===== config.mk =====
export PLATFORM = sky130hd
export DESIGN_NAME = alarm_bank
export DESIGN_NICKNAME = d
export VERILOG_FILES = /design/src/rtl/alarm_pkg.sv /design/src/rtl/alarm_time_add.sv /design/src/rtl/alarm_bank.sv
export SDC_FILE = /design/constraint.sdc
export NUM_CORES = 1
export LEC_CHECK = 0
export ABC_AREA = 1
export BUFFER_PORTS_ARGS = -buffer_cell sky130_fd_sc_hd__buf_2
export CORE_ASPECT_RATIO = 0.8
export CORE_MARGIN = 1.5
export CORE_UTILIZATION = 55
export DETAILED_ROUTE_END_ITERATION = 7
export GPL_TIMING_DRIVEN = 0
export PLACE_DENSITY = 0.86
export SETUP_SLACK_MARGIN = 0.4
export SLEW_MARGIN = 0
export SYNTH_ARGS = -nofsm -noshare
export SYNTH_HDL_FRONTEND = slang
export SYNTH_HIERARCHICAL = 1
export SYNTH_SLANG_ARGS = --single-unit
export TNS_END_PERCENT = 20

===== constraint.sdc =====
create_clock -name clk -period 2.2 [get_ports clk]
set_input_delay 0.33 -clock clk [delete_from_list [all_inputs] [get_ports clk]]
set_output_delay 0.33 -clock clk [all_outputs]
set_load 0.03 [all_outputs]

===== src/rtl/alarm_pkg.sv =====
// Shared types and constants for the multi-channel alarm unit and the
// hh:mm arithmetic used beside the timekeeping counter.
package alarm_pkg;

  typedef enum logic [1:0] {
    IDLE    = 2'd0,
    RINGING = 2'd1,
    SNOOZED = 2'd2
  } ring_state_e;

  localparam int HOURS_PER_DAY = 24;
  localparam int MIN_PER_HOUR  = 60;
  localparam int RST_HOUR      = 7;
  localparam int RST_MIN       = 0;

endpackage


===== src/rtl/alarm_time_add.sv =====
// Combinational hh:mm + N minutes with minute and day wrap; outputs are
// always in range even for out-of-range inputs.
module alarm_time_add (
  input  logic [5:0] hour,
  input  logic [5:0] min,
  input  logic [5:0] add_min,
  output logic [5:0] sum_hour,
  output logic [5:0] sum_min
);
  import alarm_pkg::*;

  logic [6:0] m_sum;
  logic [6:0] h_sum;

  always_comb begin
    m_sum = {1'b0, min} + {1'b0, add_min};
    h_sum = {1'b0, hour};
    // Two passes cover the worst case 63+63 from out-of-range inputs.
    if (m_sum >= 7'(MIN_PER_HOUR)) begin
      m_sum = m_sum - 7'(MIN_PER_HOUR);
      h_sum = h_sum + 7'd1;
    end
    if (m_sum >= 7'(MIN_PER_HOUR)) begin
      m_sum = m_sum - 7'(MIN_PER_HOUR);
      h_sum = h_sum + 7'd1;
    end
    if (h_sum >= 7'(HOURS_PER_DAY)) h_sum = h_sum - 7'(HOURS_PER_DAY);
    if (h_sum >= 7'(HOURS_PER_DAY)) h_sum = 7'd0;
    sum_hour = h_sum[5:0];
    sum_min  = m_sum[5:0];
  end

endmodule


===== src/rtl/alarm_bank.sv =====
// Multi-channel hh:mm alarm: front-panel editing, per-channel arming and a
// ringing FSM with snooze, stop and automatic ring timeout.
module alarm_bank #(
  parameter int          NUM_ALARMS = 2,
  parameter int          SNOOZE_MIN = 5,
  parameter int          MAX_SNOOZE = 3,
  parameter int          RING_MIN   = 1,
  parameter logic [3:0]  EDIT_STATE = 4'd2,
  localparam int         SW         = (NUM_ALARMS > 1) ? $clog2(NUM_ALARMS) : 1
) (
  input  logic                  clk,
  input  logic                  reset,
  input  logic [3:0]            state,
  input  logic                  b1,
  input  logic                  b2,
  input  logic                  b3,
  input  logic [NUM_ALARMS-1:0] alarm_en,
  input  logic                  snooze,
  input  logic                  stop,
  input  logic [5:0]            hour,
  input  logic [5:0]            min,
  output logic [SW-1:0]         sel,
  output logic [5:0]            ahour,
  output logic [5:0]            amin,
  output logic                  piezo,
  output logic [SW-1:0]         ring_ch,
  output logic                  snoozed
);
  import alarm_pkg::*;

  localparam logic [7:0]    MAX_SN   = 8'(MAX_SNOOZE);
  localparam logic [3:0]    RING_LIM = 4'(RING_MIN);
  localparam logic [SW-1:0] LAST_CH  = SW'(NUM_ALARMS - 1);

  function automatic logic [5:0] wrap_inc(input logic [5:0] v, input logic [5:0] last);
    return (v >= last) ? 6'd0 : v + 6'd1;
  endfunction

  function automatic logic [3:0] sat_inc(input logic [3:0] v, input logic en);
    return (en && v != 4'hF) ? v + 4'd1 : v;
  endfunction

  logic [5:0]            hr_q [NUM_ALARMS];
  logic [5:0]            mn_q [NUM_ALARMS];
  logic [SW-1:0]         sel_q, ring_ch_q, win_ch;
  logic                  b1_p1, b2_p1, b3_p1, snz_p1, stop_p1;
  logic                  b1_e, b2_e, b3_e, snz_e, stop_e, edit;
  logic [NUM_ALARMS-1:0] match, match_p1, trig;
  logic [5:0]            min_p1;
  logic                  min_chg, en_ring;
  ring_state_e           st_q, st_nxt;
  logic                  ld_ring, ld_snz, rering;
  logic [7:0]            snz_cnt;
  logic [3:0]            min_cnt, min_cnt_nxt;
  logic [5:0]            tgt_h, tgt_m, add_h, add_m;
  logic                  piezo_q, snoozed_q;

  alarm_time_add u_add (
    .hour     (hour),
    .min      (min),
    .add_min  (6'(SNOOZE_MIN)),
    .sum_hour (add_h),
    .sum_min  (add_m)
  );

  assign edit   = (state == EDIT_STATE);
  assign b1_e   = b1 & ~b1_p1;
  assign b2_e   = b2 & ~b2_p1;
  assign b3_e   = b3 & ~b3_p1;
  assign snz_e  = snooze & ~snz_p1;
  assign stop_e = stop & ~stop_p1;

  // Match and trigger: triggers masked in edit mode while history keeps tracking
  always_comb begin
    match  = '0;
    win_ch = '0;
    for (int i = 0; i < NUM_ALARMS; i++)
      match[i] = alarm_en[i] && (hour == hr_q[i]) && (min == mn_q[i]);
    trig = edit ? '0 : (match & ~match_p1);
    for (int i = NUM_ALARMS - 1; i >= 0; i--)
      if (trig[i]) win_ch = SW'(i);
  end

  always_comb begin
    st_nxt      = st_q;
    ld_ring     = 1'b0;
    ld_snz      = 1'b0;
    rering      = 1'b0;
    min_chg     = (min != min_p1);
    min_cnt_nxt = sat_inc(min_cnt, min_chg);
    en_ring     = alarm_en[ring_ch_q];
    case (st_q)
      IDLE: begin
        if (|trig) begin
          st_nxt  = RINGING;
          ld_ring = 1'b1;
        end
      end
      RINGING: begin
        if (stop_e || !en_ring || (min_cnt_nxt >= RING_LIM)) begin
          st_nxt = IDLE;
        end else if (snz_e && (snz_cnt < MAX_SN)) begin
          st_nxt = SNOOZED;
          ld_snz = 1'b1;
        end
      end
      SNOOZED: begin
        if (stop_e || !en_ring) begin
          st_nxt = IDLE;
        end else if ((hour == tgt_h) && (min == tgt_m)) begin
          st_nxt = RINGING;
          rering = 1'b1;
        end
      end
      default: st_nxt = IDLE;
    endcase
  end

  // Stage p1: control state, input history and channel settings
  always_ff @(posedge clk or posedge reset) begin
    if (reset) begin
      st_q      <= IDLE;
      piezo_q   <= 1'b0;
      snoozed_q <= 1'b0;
      sel_q     <= '0;
      ring_ch_q <= '0;
      snz_cnt   <= '0;
      min_cnt   <= '0;
      min_p1    <= '0;
      match_p1  <= '0;
      b1_p1     <= 1'b0;
      b2_p1     <= 1'b0;
      b3_p1     <= 1'b0;
      snz_p1    <= 1'b0;
      stop_p1   <= 1'b0;
      for (int i = 0; i < NUM_ALARMS; i++) begin
        hr_q[i] <= 6'(RST_HOUR);
        mn_q[i] <= 6'(RST_MIN);
      end
    end else begin
      st_q      <= st_nxt;
      piezo_q   <= (st_nxt == RINGING);
      snoozed_q <= (st_nxt == SNOOZED);
      min_p1    <= min;
      match_p1  <= match;
      b1_p1     <= b1;
      b2_p1     <= b2;
      b3_p1     <= b3;
      snz_p1    <= snooze;
      stop_p1   <= stop;
      if (ld_ring) begin
        ring_ch_q <= win_ch;
        snz_cnt   <= '0;
      end else if (ld_snz) begin
        snz_cnt   <= snz_cnt + 8'd1;
      end
      min_cnt <= (ld_ring || rering) ? 4'd0 : min_cnt_nxt;
      if (edit) begin
        if (b1_e)
          hr_q[sel_q] <= wrap_inc(hr_q[sel_q], 6'(HOURS_PER_DAY - 1));
        else if (b2_e)
          mn_q[sel_q] <= wrap_inc(mn_q[sel_q], 6'(MIN_PER_HOUR - 1));
        else if (b3_e)
          sel_q <= (sel_q == LAST_CH) ? '0 : sel_q + SW'(1);
      end
    end
  end

  // Snooze target only matters once loaded, so it carries no reset
  always_ff @(posedge clk) begin
    if (ld_snz) begin
      tgt_h <= add_h;
      tgt_m <= add_m;
    end
  end

  assign sel     = sel_q;
  assign ring_ch = ring_ch_q;
  assign ahour   = hr_q[sel_q];
  assign amin    = mn_q[sel_q];
  assign piezo   = piezo_q;
  assign snoozed = snoozed_q;

endmodule

# Yosys cells after proc, flatten, opt, wreduce, memory -nomap -nowiden
# Index checks and enable logic that the tools add are counted.
word_totals:
  ff_bits: 67
  out_inout_bits: 16
  word_cells: 129
op_classes:
  n_addsub: 11
  n_lt_le_gt_ge: 11
  eq_ne: 13
  mux: 41
  bitwise_logic: 15
  reduce_logical: 18
op_table:
  columns: ["op", "count"]
  rows:
  - ["$mux W6", 10]
  - ["$eq A6 B6 Y1", 6]
  - ["$mux W7", 4]
  - ["$bwmux W12", 2]
  - ["$mux W8", 2]
  - ["$ge A7 B5 Y1 const B", 2]
  - ["$ge A7 B6 Y1 const B", 2]
  - ["$mux W1", 13]
  - ["$add A6 B1 Y6 const B", 2]
  - ["$mux W2", 6]
  - ["$add A8 B1 Y8 const B", 1]
  - ["$logic_and A1 B1 Y1", 8]
  - ["$lt A8 B2 Y1 const B", 1]
  - ["$mux W4", 2]
  - ["$add A6 B1 Y7 const B", 1]
  - ["$add A6 B3 Y7 const B", 1]
  - ["$add A7 B1 Y7 const B", 1]
  - ["$not A1 Y1", 7]
  - ["$sub A7 B5 Y7 const B", 1]
  - ["$sub A7 B6 Y7 const B", 1]
  - ["$demux W6 S1", 1]
  - ["$ge A6 B5 Y1 const B", 1]
  - ["$ge A6 B6 Y1 const B", 1]
  - ["$ne A6 B6 Y1", 1]
  - ["other kinds (24)", 32]

# Logic depth before layout (Yosys ltp)
logic_depth:
  depth_word: 10
  mapped_depth: 30

# Modules after synthesis
# Netlist, hierarchy kept.
by_module_without_submodules:
  columns: ["mod", "instances", "cells_per_inst", "area_per_inst_um2", "seq_area_each_um2"]
  rows:
  - ["alarm_bank", 1, 418, 3458.3, 1744.2]
  - ["alarm_time_add", 1, 203, 1172.4, 0.0]

# Least setup slack after synthesis
# No wires, ideal clock.
synth_timing:
  path_type: "input -> register"
  from: "input min[0]"
  to: "register tgt_h[1], data pin"
  setup_time_ns: 0.257
  arrival_ns: 3.303
  t_required_ns: 1.943
  setup_slack_ns: -1.360
  path_stages: 25
  n_path_buf: 1
  cell_sequence: "ha_1 inv_1 fa_1 xnor2_2 ha_1 inv_1 nor2_2 nand3_2 nand3_2 buf_6 nand2_1 nand2_1 ha_1 nand3_1 nand3_4 nand2_4 ha_1 inv_1 nand3_2 inv_2 nand3_1 nand2_1 nand2_1 nand2_2 nor2_1"
synth_between:
  elab_chain_len: 8
  elab_cells_between_ends: 12
synth_lines:
  columns: ["item", "line_no", "source"]
  rows:
  - ["from (decl)", "alarm_bank.sv:21", "input logic [5:0] min,"]
  - ["$add A6 B3 Y7 (*)", "alarm_time_add.sv:16", "m_sum = {1'b0, min} + {1'b0, add_min};"]
  - ["$ge A7 B6 Y1 or $sub A7 B6 Y7 (tied branches)", "alarm_time_add.sv:19, alarm_time_add.sv:20", null]
  - ["$mux W7", "alarm_time_add.sv:19", "if (m_sum >= 7'(MIN_PER_HOUR)) begin"]
  - ["$add A7 B1 Y7 or $ge A7 B6 Y1 (tied branches)", "alarm_time_add.sv:25, alarm_time_add.sv:23", null]
  - ["$mux W7 (*)", "alarm_time_add.sv:23", "if (m_sum >= 7'(MIN_PER_HOUR)) begin"]
  - ["$sub A7 B5 Y7 or $ge A7 B5 Y1 (tied branches)", "alarm_time_add.sv:27", "if (h_sum >= 7'(HOURS_PER_DAY)) h_sum = h_sum - 7'(HOURS_PER_DAY);"]
  - ["$mux W7 (*)", "alarm_time_add.sv:27", null]
  - ["$ge A7 B5 Y1", "alarm_time_add.sv:28", "if (h_sum >= 7'(HOURS_PER_DAY)) h_sum = 7'd0;"]
  - ["to (signal assigned)", "alarm_bank.sv:172", "tgt_h <= add_h;"]
  - ["to (decl)", "alarm_bank.sv:55", "logic [5:0] tgt_h, tgt_m, add_h, add_m;"]
# Mark *: on every way between the ends. The rest lies on a longest branch, timed or not.
# A chain may end at the register's enable or synchronous reset.

# Final worst setup path
# Ends and elaborated chain as after synthesis.

==> metrics.md <==
| Metric | Value |
|---|---|
| Port bufs | 40 |
| Die footprint | 8980 um2 |
| First-pass GRT wire length | 21500 um |
| Register area share after synthesis | 37.7% |
| Final setup fails | 8 |
| Cells after Synth | 621 |
| Detailed Routing Iterations Pass 1 | 6 |
| Peak supply drop | 0.613 mV |
| Die Wd | 106 um |
| Crit end category | flip-flop |
| Xor and xnor area share after synthesis | 5.84% |
| Fin cells | 839 |
| Fraction of layout cells with a size suffix above 1 | 40.2% |
| RSZ-0062 raised after global routing | true |
| Top delay family on crit path | simple AND/OR/NAND/NOR gates |
| Vias | 4985 |
| HPWL after DPL | 8540 um |
| Startpoint types | input pin |
| Largest net degree at the start of global routing | 38 |
| Post-synth top area cell | dfrtp_1 |
| Fin crit period | 3200 ps |
| Via density | 5.94 |
| Std cell rows | 29 |
| Root Buffer | clkbuf_8 |
| Ant. Diodes | 0 |
| Syn Area/Cell | 7.46 um2 |
| Vias in the first global route | 4563 |
| Max incr delay on CP | 380 ps |
| Buf+Inv Stages, Crit Path | 7 |
| Compound-Gate Fraction of Synth Area | 8.78% |
| 1st-iter DRT viols | 543 |
| Static Leakage | 3.13 nW |
| Crit-path slowest cell | fa_2 |
| Prevailing post-synth register cell | dfrtp_1 |
| Main combinational cell family by area after synthesis | simple AND/OR/NAND/NOR gates |
| Pre-CTS setup slack | -1660 ps |
| Post-Synth Adder-Cell Area | 4.22% |
| Simple-Gate Fraction of Synth Area | 31.9% |
| Mapped Area | 4630 um2 |
| Synth Register Bits | 67 |
| Ports | 41 |
| Core Area | 8060 um2 |
| Antenna violations before repair | 0 |
| WS Path Type | in2reg |
| Async set-reset flop share out of synthesis | 82.1% |
| Most common library cell in the layout ignoring fill and taps | nand2_1 |
| # fillers | 425 |
| Most frequent cells in the layout | 109 x nand2_1, 78 x inv_1, 48 x nor2_1 |
| Remaining global-route overflow | 0 |
| Yosys cell types | 47 |
| Final GP Congestion | 0.889 |
| FMAX | 313 MHz |
| Initial Utilization | 57.5% |
| Largest cells by area after synthesis | dfrtp_1 26%, nand2_1 11%, inv_1 8.0%, edfxtp_1 7.8%, nor2_1 5.2% |
| Violated checks | setup timing |
| Worst path arrival time | 3410 ps |
| Fin nets | 766 |
| Tightest Pin Transition | 777 ps |
| Num Clock Sinks | 67 |
| Synth top area share | 26.5% |
| Clock Latency Late Sink | 370 ps |
| YS warnings | 6 |
| Worst EP required | 2420 ps |
| Layout area overhead | 40.7% |
| Total instance count after detailed placement | 775 |
| Final Hold Vio Count | 0 |
| Relative slew slack | 48.0% |
| Total Routed Length | 15900 um |
| Fin. max-slew vios | 0 |
| Mux share of post-synthesis cell area | 0.459% |
| Total GRT Usage | 30.6% |
| Worst setup margin | -998 ps |
| Register Area | 1750 um2 |
| WL per Instance | 18.9 um |
| Footprint of the multi-input gates | 3130 um2 |
| Hold crit path type | in2reg |
| CTS clk-pin slew, worst paths | 70 ps |
| Post-synth EDFFs | 12 |
| Skew final | 14.3 ps |
| TritonCTS clock tree | built |
| Max H-tree Level | 3 |
| CTS buffer count | 9 |
| Util after Layout | 80.9% |
| Maxcap violations | 0 |
| Highest fanout seen on the critical path | 5 |
| Vert. Die Dim | 85.1 um |
| Period utilization | 145% |
| Outcome | complete, but fails checks |
| Worst-case clock buffer depth | 2 |
| Setup TNS | -6160 ps |
| Antenna-violating nets left | 0 |
| DR DRC count | 0 |
| Pwr/cell area | 933 nW/um2 |
-- path summary, 6_finish.rpt --
check	from	endpoint	slack, ps	depth (start not counted)
max	min[0]	tgt_h[1]$_DFFE_PP_	-1000	27
min	b1	b1_p1$_DFF_PP0_	80	1
max reg2reg	sel$_DFFE_PP0P_	hr_q[4]$_DFFE_PP0P_	50	11
min reg2reg	snz_cnt[7]$_DFFE_PP0P_	snz_cnt[7]$_DFFE_PP0P_	500	2
max in group asynchronous	reset	hr_q[1]$_DFFE_PP1P_	1090	4
min in group asynchronous	reset	min_cnt[2]$_DFF_PP0_	500	3
-- worst register-to-register path: cells and delay by family, from the launching register on --
| kind | cells | cell delay, ps |
|---|---|---|
| adder cells (fa/ha/maj) | 1 | 190 |
| flip-flops | 1 | 430 |
| AND/OR/NAND/NOR | 4 | 490 |
| buffers and inverters | 3 | 360 |
| AO/OA/AOI/OAI | 3 | 580 |
-- final cells by class --
cell class	count	share of cell area, %
flip-flops and latches	67	26.8
repair buffers	88	11.1
plain buffers	10	2.13
multi-input cells	438	48.0
inverters	111	6.88
clock buffers	13	2.29
repair inverters	1	0.115
clock inverters	3	0.615
well taps	108	2.07
-- logic make-up after synthesis --
logic type	count (synthesis)
simple gates	309
buf+inv	121
compound gates	74
flops	67
xor+xnor	30
fa+ha+maj	15
other cells	3
mux	2
-- power by group --
group          total [W]  internal [W]  switching (W)
combinational    0.00346       0.00141        0.00205
sequential       0.00159       0.00144       0.000154
clock            0.00103      0.000552       0.000476
total            0.00608       0.00340        0.00268
-- Yosys cell counts (7+ instances only) --
cell / instances
nand2_1: 140
inv_1: 99
nor2_1: 64
dfrtp_1: 49
o21ai_0: 36
nand3_1: 33
xor2_1: 21
nand4_1: 17
a21oi_1: 14
ha_1: 14
nand2_2: 13
edfxtp_1: 12
inv_2: 12
nor4_1: 8
xnor2_1: 8
nor2_2: 7
o21ai_1: 7
o22ai_1: 7
-- sequential cells by signal, indices dropped and copies added (netlist names) --
| name | cells |
|---|---|
| tgt_m | 6 |
| hr_q | 12 |
| st_q | 2 |
| snoozed | 1 |
| b2_p1 | 1 |
| tgt_h | 6 |
| stop_p1 | 1 |
| b3_p1 | 1 |
| match_p1 | 2 |
| snz_cnt | 8 |
| min_cnt | 4 |
| snz_p1 | 1 |
| piezo | 1 |
| sel | 1 |
| min_p1 | 6 |
| ring_ch | 1 |
| mn_q | 12 |
| b1_p1 | 1 |
-- stage by stage --
stage,total power [W],hold WS (ps),area (um2)
finish,0.00608,79.1,6510
global route,0.00632,86.2,6510
CTS,0.00510,81.4,5880
detailed placement,0.00359,342,5160
global placement,0.00350,452,5140
floorplan,0.00313,361,4800
-- routing by layer --
layer	vias up	part of all wire, %	track usage (%)
met5	-	0	0
met4	0	5.6	12.8
met3	119	10	8.06
met2	400	50	52.2
met1	2282	35	36.9
li1	2184	-	-
-- what timing repair did --
item	in CTS	in global routing
gates cloned	3	1
hold buffers	1	0
resized for setup	103	134
endpoints found under the hold margin	15	0
endpoints found under the setup margin	62	71
buffers inserted	24	19
pin swaps	60	86
Power figures use the tool's default switching activity.
